## src/rtl/mapping_ptr_dispatcher.sv

```systemverilog
// mapping_ptr_dispatcher: walks a BRAM mapping table and dispatches decoded pointers to per-channel request ports.
module mapping_ptr_dispatcher #(
  parameter int          NUM_CH      = 4,
  parameter logic [31:0] START_ADDR  = 32'h4580_0000,
  parameter int          TABLE_DEPTH = 256,
  parameter int          PATCH_W     = 8
) (
  input  logic                  clk,
  input  logic                  rst,
  input  logic                  start,
  input  logic [7:0]            table_len,
  input  logic [PATCH_W-1:0]    patch_total,
  output logic [31:0]           ram_addr,
  output logic                  ram_en,
  input  logic [31:0]           ram_rd_data,
  output logic [NUM_CH-1:0]     req_valid,
  input  logic [NUM_CH-1:0]     req_ready,
  output logic [NUM_CH*4-1:0]   req_way,
  output logic [NUM_CH*24-1:0]  req_row,
  input  logic                  UW_busy,
  output logic                  UW_ready,
  output logic [PATCH_W-1:0]    patch_num,
  output logic                  busy,
  output logic                  done,
  output logic                  ch_err
);
  localparam int WW = TABLE_DEPTH > 1 ? $clog2(TABLE_DEPTH) : 1;
  typedef enum logic [2:0] {IDLE, RD, CAP, ISSUE, NEXT, HANDOFF, FIN} state_t;
  state_t             state;
  logic [WW-1:0]      widx;
  logic [7:0]         ent_cnt;
  logic [7:0]         len;
  logic [PATCH_W-1:0] total;
  logic               bad;
  logic [3:0]         rd_ch;
  logic               rd_ok;
  logic               handoff_go;
  assign rd_ch      = ram_rd_data[27:24];
  assign rd_ok      = rd_ch < 4'(NUM_CH);
  // The first patch hands off unconditionally; later ones wait for the U-Net to go idle.
  assign handoff_go = state == HANDOFF && (patch_num == '0 || !UW_busy);
  assign UW_ready   = handoff_go;
  assign busy       = state != IDLE;
  assign done       = state == FIN;
  assign ram_addr   = START_ADDR + (32'(widx) << 2);
  always_ff @(posedge clk or posedge rst) begin
    if (rst) begin
      state     <= IDLE;
      widx      <= '0;
      ent_cnt   <= '0;
      len       <= '0;
      total     <= '0;
      patch_num <= '0;
      bad       <= 1'b0;
      ch_err    <= 1'b0;
      ram_en    <= 1'b0;
      req_valid <= '0;
      req_way   <= '0;
      req_row   <= '0;
    end else begin
      unique case (state)
        IDLE: if (start) begin
          len       <= table_len;
          total     <= patch_total;
          widx      <= '0;
          ent_cnt   <= '0;
          patch_num <= '0;
          ch_err    <= 1'b0;
          if (table_len != 8'd0 && patch_total != '0) begin
            state  <= RD;
            ram_en <= 1'b1;
          end else state <= FIN;
        end
        RD: begin
          ram_en <= 1'b0;
          state  <= CAP;
        end
        CAP: begin
          bad   <= !rd_ok;
          state <= ISSUE;
          for (int c = 0; c < NUM_CH; c++) begin
            req_valid[c] <= rd_ok && rd_ch == 4'(c);
            if (rd_ch == 4'(c)) begin
              req_way[c*4 +: 4]   <= ram_rd_data[31:28];
              req_row[c*24 +: 24] <= ram_rd_data[23:0];
            end
          end
        end
        ISSUE: if (bad) begin
          ch_err <= 1'b1;
          state  <= NEXT;
        end else if (|(req_valid & req_ready)) begin
          req_valid <= '0;
          state     <= NEXT;
        end
        NEXT: begin
          widx    <= widx == WW'(TABLE_DEPTH - 1) ? '0 : widx + WW'(1);
          ent_cnt <= ent_cnt + 8'd1;
          if (ent_cnt + 8'd1 == len) state <= HANDOFF;
          else begin
            state  <= RD;
            ram_en <= 1'b1;
          end
        end
        HANDOFF: if (handoff_go) begin
          ent_cnt <= '0;
          if (patch_num == total - PATCH_W'(1)) state <= FIN;
          else begin
            patch_num <= patch_num + PATCH_W'(1);
            state     <= RD;
            ram_en    <= 1'b1;
          end
        end
        FIN:     state <= IDLE;
        default: state <= IDLE;
      endcase
    end
  end
endmodule

```

## config.mk

```make
export PLATFORM = sky130hd
export DESIGN_NAME = mapping_ptr_dispatcher
export DESIGN_NICKNAME = d
export VERILOG_FILES = /design/src/rtl/mapping_ptr_dispatcher.sv
export SDC_FILE = /design/constraint.sdc
export NUM_CORES = 1
export LEC_CHECK = 0
export CORE_ASPECT_RATIO = 1.75
export CORE_UTILIZATION = 55
export DETAILED_ROUTE_END_ITERATION = 8
export DONT_BUFFER_PORTS = 1
export PLACE_DENSITY = 0.7
export SETUP_SLACK_MARGIN = 0.4
export SYNTH_ARGS = -nofsm -noshare
export SYNTH_HDL_FRONTEND = slang
export SYNTH_SLANG_ARGS = --single-unit
```

## constraint.sdc

```tcl
create_clock -name clk -period 6.5 [get_ports clk]
set_clock_uncertainty 0.1 [all_clocks]
set_input_delay 1.625 -clock clk [delete_from_list [all_inputs] [get_ports clk]]
set_output_delay 1.625 -clock clk [all_outputs]
set_load 0.01 [all_outputs]
```

-- Word-level counts from Yosys, hierarchy flattened
Cells that the tools add are included.
- add/subtract/negate cells: 5
- $mul: 0
- divide/modulo/power cells: 0
- magnitude comparators: 1
- equal/unequal tests: 21
- shift operators: 0
- muxes and demuxes: 28
- bitwise operators: 1
- reductions and logical operators: 34
- operator list (kind ; number):
    $mux W8 ; 5
    $add A31 B10 Y32 const A ; 1
    $pmux W8 S2 ; 2
    $add A8 B1 Y8 const B ; 3
    $pmux W8 S3 ; 1
    $mux W3 ; 7
    $pmux W3 S6 ; 1
    $eq A8 B8 Y1 ; 2
    $ne A2 B2 Y1 const B ; 8
    $reduce_bool A8 Y1 ; 2
    $reduce_and A2 Y1 ; 6
    $reduce_and A3 Y1 ; 4
    $eq A3 B3 Y1 const B ; 3
    $eq A4 B2 Y1 const B ; 2
    $eq A8 B8 Y1 const B ; 1
    $logic_not A8 Y1 ; 1
    $mux W4 ; 2
    $pmux W4 S2 ; 1
    $reduce_bool A2 Y1 ; 4
    $sub A8 B1 Y8 const B ; 1
    $mux W1 ; 7
    $eq A3 B2 Y1 const B ; 2
    $logic_and A1 B1 Y1 ; 6
    $reduce_and A6 Y1 ; 1
    15 further kinds ; 17
- register bits after elaboration: 162
- latch bits: 0
- RAM bits: 0
- bits in read-only memories: 0
- bits of input ports: 56
- memories kept: 0

-- Depth between registers and ports, before layout
- depth after elaboration: 5
- mapped depth: 11
- mapped depth without buffers: 9

-- Worst setup path before layout
Ideal clock, no wire load.
- path type: input to output
- from: in UW_busy
- to: out UW_ready
- arrival: 1.941 ns
- required time: 4.775 ns
- setup slack: 2.834 ns
- cell stages on the path: 2
- path through: o41ai_4 and3_1
- word-level cells in the longest chain between the ends: 3
- RTL lines (item ; line ; source):
    from (decl) ; 20 ; input logic UW_busy,
    $logic_not A1 Y1 ; 41 ; assign handoff_go = state == HANDOFF && (patch_num == '0 || !UW_busy);
    $logic_or A1 B1 Y1 ; 41 ;
    $logic_and A1 B1 Y1 ; 41 ;
    to (decl) ; 21 ; output logic UW_ready,
Every way passes these cells.

-- Worst setup path in the final report
- from: reg patch_num[0]
- to: out UW_ready
- word-level cells in the longest chain between the ends: 3
- RTL lines (item ; line ; source):
    from (decl) ; 22 ; output logic [PATCH_W-1:0] patch_num,
    from (signal assigned) ; 109 ; patch_num <= patch_num + PATCH_W'(1);
    $logic_not A8 Y1 ; 41 ;
    $logic_or A1 B1 Y1 ; 41 ;
    $logic_and A1 B1 Y1 ; 41 ;
Every way passes these cells.

==> impl_summary.log <==
INFO  metric grt_setup_unrepaired = no
INFO  metric multiplexer_share_of_the_synthesized_area = 17.56%
INFO  metric post_synth.cell_area_avg = 11.75 µm²
INFO  metric final_period_minus_worst_setup_slack = 4.005 ns
INFO  metric ctsHoldBuffers = 0
INFO  metric drt_drc_violations_left = 0
INFO  metric core-area = 12570 µm²
INFO  metric finalHoldViolations = 0
INFO  metric timing.critical_path.fanout_max = 7
INFO  metric yosys.cell_types.count = 45
INFO  metric clock_path_buffers = 2
INFO  metric drt_first_iter_violations = 149
INFO  metric utilization = 62.58%
INFO  metric grt.total_usage = 24.60%
INFO  metric post_route_cells_drive_above_1_share = 25.20%
INFO  metric global_route_wire_length_before_repair = 25020 µm
INFO  metric max_freq = 0.2497 GHz
INFO  metric routabilityCongestion = 0.8536
INFO  metric n_fill_cell = 1050
INFO  metric layout_worst_path_cycle_share = 61.62%
INFO  metric synth.ff_latch_count = 162
INFO  metric wire_per_inst = 20.19 µm
INFO  metric synth_xor_xnor_area_share = 3.049%
INFO  metric critical_path_arrival = 2.28 ns
INFO  metric critPathKind = flop to primary output
INFO  metric synthesis.instances = 611
INFO  metric clk_transition_reported_paths = 0.07 ns
INFO  metric synth-compound-area-share = 6.552%
INFO  metric startpoint_types = flop
INFO  metric total_leakage_power = 0.003786 µW
INFO  metric synth.yosys.seq_area_share = 56.46%
INFO  metric detail-route-antenna-nets = 0
INFO  metric ctsHtreeMaxLevel = 4
INFO  metric cp_startpoint = patch_num[0]
INFO  metric antenna_cells = 0
INFO  metric fin_nets = 671
INFO  metric post-cts-setup-buffer-count = 0
INFO  metric synth_edf_count = 0
INFO  metric grt_start_max_net_pins = 163
INFO  metric synth_top_family_by_area = multiplexers
INFO  metric io_pins = 217
INFO  metric hold_start = len[1]
INFO  metric worst_ep_required_time = 4.78 ns
INFO  metric totalWireLength = 15970 µm
INFO  metric power.ir.vdd_worst = 0.2473 mV
INFO  metric setup-violations-final = 0
INFO  metric timing_worst_slew_pin_value = 0.8537 ns
INFO  metric worstHoldPathType = flop to flop
INFO  metric synth-main-ff-cell = dfrtp_1
INFO  metric number_of_global_route_vias_before_repair = 4825
INFO  metric root_buffer = clkbuf_16
INFO  metric detail_route.vias_per_cell = 5.803
INFO  metric place_worst_setup_slack = 2.788 ns
INFO  metric syn-cell-area = 7181 µm²
INFO  metric outcome = finished, final reports clean
INFO  metric globalRouteOverflowTotal = 0
INFO  metric fp.dieW = 88.38 µm
INFO  metric synth_adder_area_share = 0.8712%
INFO  metric tritoncts.num_buffers = 17
INFO  metric maxCapViolCount = 0
INFO  metric critPathCaptureType = primary output
INFO  metric tritoncts_clock_tree = yes
INFO  metric dr_total_vias = 4590
INFO  metric die_h = 153.2 µm
INFO  metric synth_simple_gate_area_share = 10.96%
INFO  metric clk_latency_worst_skew_pair = 0.42 ns
INFO  metric max_slew_margin = 43.09%
INFO  metric place_hpwl = 11320 µm
INFO  metric power.density_cell_area = 449.3 nW/µm²
INFO  metric cts-resized-gates = 0
INFO  metric areaGrowthSynthToFinish = 9.531%
INFO  metric rows = 54
INFO  metric cts_num_sinks = 162
INFO  metric async_reset_ff_share = 100.0%
INFO  metric slew_viol_final = 0
INFO  metric fp.dieArea = 13540 µm²
INFO  metric rr_startpoint = patch_num[0]
INFO  metric detail_route.first_pass.iterations = 6
INFO  metric sum_of_negative_setup_slack = 0 ns
INFO  metric yosys_warnings = 0
INFO  metric setup_ws_post_layout = 2.495 ns
INFO  metric floorplan.initialDensity = 57.14%
INFO  metric grt_antenna_before_repair = 0
INFO  metric port-buffer-count = 0
layer usage:
layer | vias up | global-route usage, % | wire length (µm)
met5 | - | 0 | 0
met4 | 0 | 10.91 | 548
met3 | 39 | 8.207 | 1216
met2 | 202 | 42.45 | 8483
met1 | 2279 | 26.69 | 5724
li1 | 2070 | - | -
area by class of cell:
cell class	count	area (µm²)	area share [%]
clock buffer	18	439.2	5.584
clock inverter	14	160.2	2.036
inverter	10	41.29	0.5250
multi-input combinational	412	2895	36.81
sequential	162	4054	51.54
tap	168	210.2	2.673
timing repair buffer	7	65.06	0.8272
cell families after synthesis:
group | after synthesis
XOR/XNOR | 25
adder cells (fa/ha/maj) | 5
buffers and inverters | 59
multiplexers | 112
flip-flops | 162
AND/OR/NAND/NOR | 171
other | 2
AO/OA/AOI/OAI | 75
cells in the mapped netlist (2+ instances only):
master	count	share of area, %
and2_1	2	0.17
nand2_1	85	4.4
xnor2_1	15	1.8
a21oi_1	14	0.98
mux2_2	112	18
clkbuf_1	20	1.0
dfrtp_1	162	56
buf_1	4	0.21
nand4_1	6	0.52
buf_4	24	2.5
a32oi_1	2	0.24
o211ai_1	2	0.21
ha_1	5	0.87
a22o_1	3	0.37
nor2_1	26	1.4
a221oi_1	2	0.24
a31oi_1	2	0.17
nand3_1	11	0.77
nor4_1	7	0.61
nor3_1	7	0.49
a21o_1	2	0.21
xor2_1	10	1.2
inv_1	10	0.52
nand2b_1	5	0.44
or3_1	7	0.61
conb_1	2	0.10
o21ai_0	37	2.6
and3_1	7	0.61
o31ai_1	4	0.42
critical path: stages (launching register included):
cell and delay (ns):
dfrtp_1 0.48, inv_1 0.10, ha_1 0.14, or4b_4 0.46, o41ai_4 0.38, and3_1 0.31
sequential cells by signal, summed over array words and instances, names as in the netlist:
signal     cells
bad            1
ch_err         1
ent_cnt        8
len            8
patch_num      8
ram_en         1
req_row       96
req_valid      4
req_way       16
state          3
total          8
widx           8
cells in the final DEF (no fill, tap or decap), drive strengths merged, types with 3 or more instances in the layout:
| cell | count |
|---|---|
| nor4 | 7 |
| nand3 | 11 |
| nand4 | 6 |
| clkinv | 7 |
| nor3 | 7 |
| o21ai | 37 |
| xor2 | 10 |
| and3 | 7 |
| nor2 | 26 |
| clkbuf | 18 |
| ha | 5 |
| nand2 | 86 |
| dfrtp | 162 |
| nand2b | 5 |
| xnor2 | 15 |
| a21oi | 15 |
| conb | 24 |
| or3 | 7 |
| inv | 16 |
| mux2 | 112 |
| buf | 7 |
| o31ai | 4 |
| a22o | 3 |
through the flow:
step | instance area, µm² | power [µW] | hold slack, ns | instances
2_1_floorplan | 7267 | 2331 | 0.3603 | 633
3_3_place_gp | 7266 | 2526 | 0.3847 | 759
3_5_place_dp | 7266 | 2570 | 0.3905 | 759
4_1_cts | 7865 | 3566 | 0.4079 | 791
5_1_grt | 7865 | 3734 | 0.4280 | 791
6_report | 7865 | 3534 | 0.4086 | 791
report_power, final:
part	switching, µW	total [µW]	internal [µW]
clock	455	983	528
sequential	454	1790	1340
combinational	379	757	379
total	1290	3530	2250
worst paths after layout:
check / end / slack (ns) / cells past startpoint
max: UW_ready / 2.49 / 5
max in group asynchronous: len[3] / 4.43 / 2
min in group asynchronous: req_row[44] / 1.23 / 2
min: len[1] / 0.41 / 2
min reg2reg: len[1] / 0.41 / 2
max reg2reg: patch_num[6] / 3.43 / 9
No activity file was read; power rests on OpenSTA's default activity.
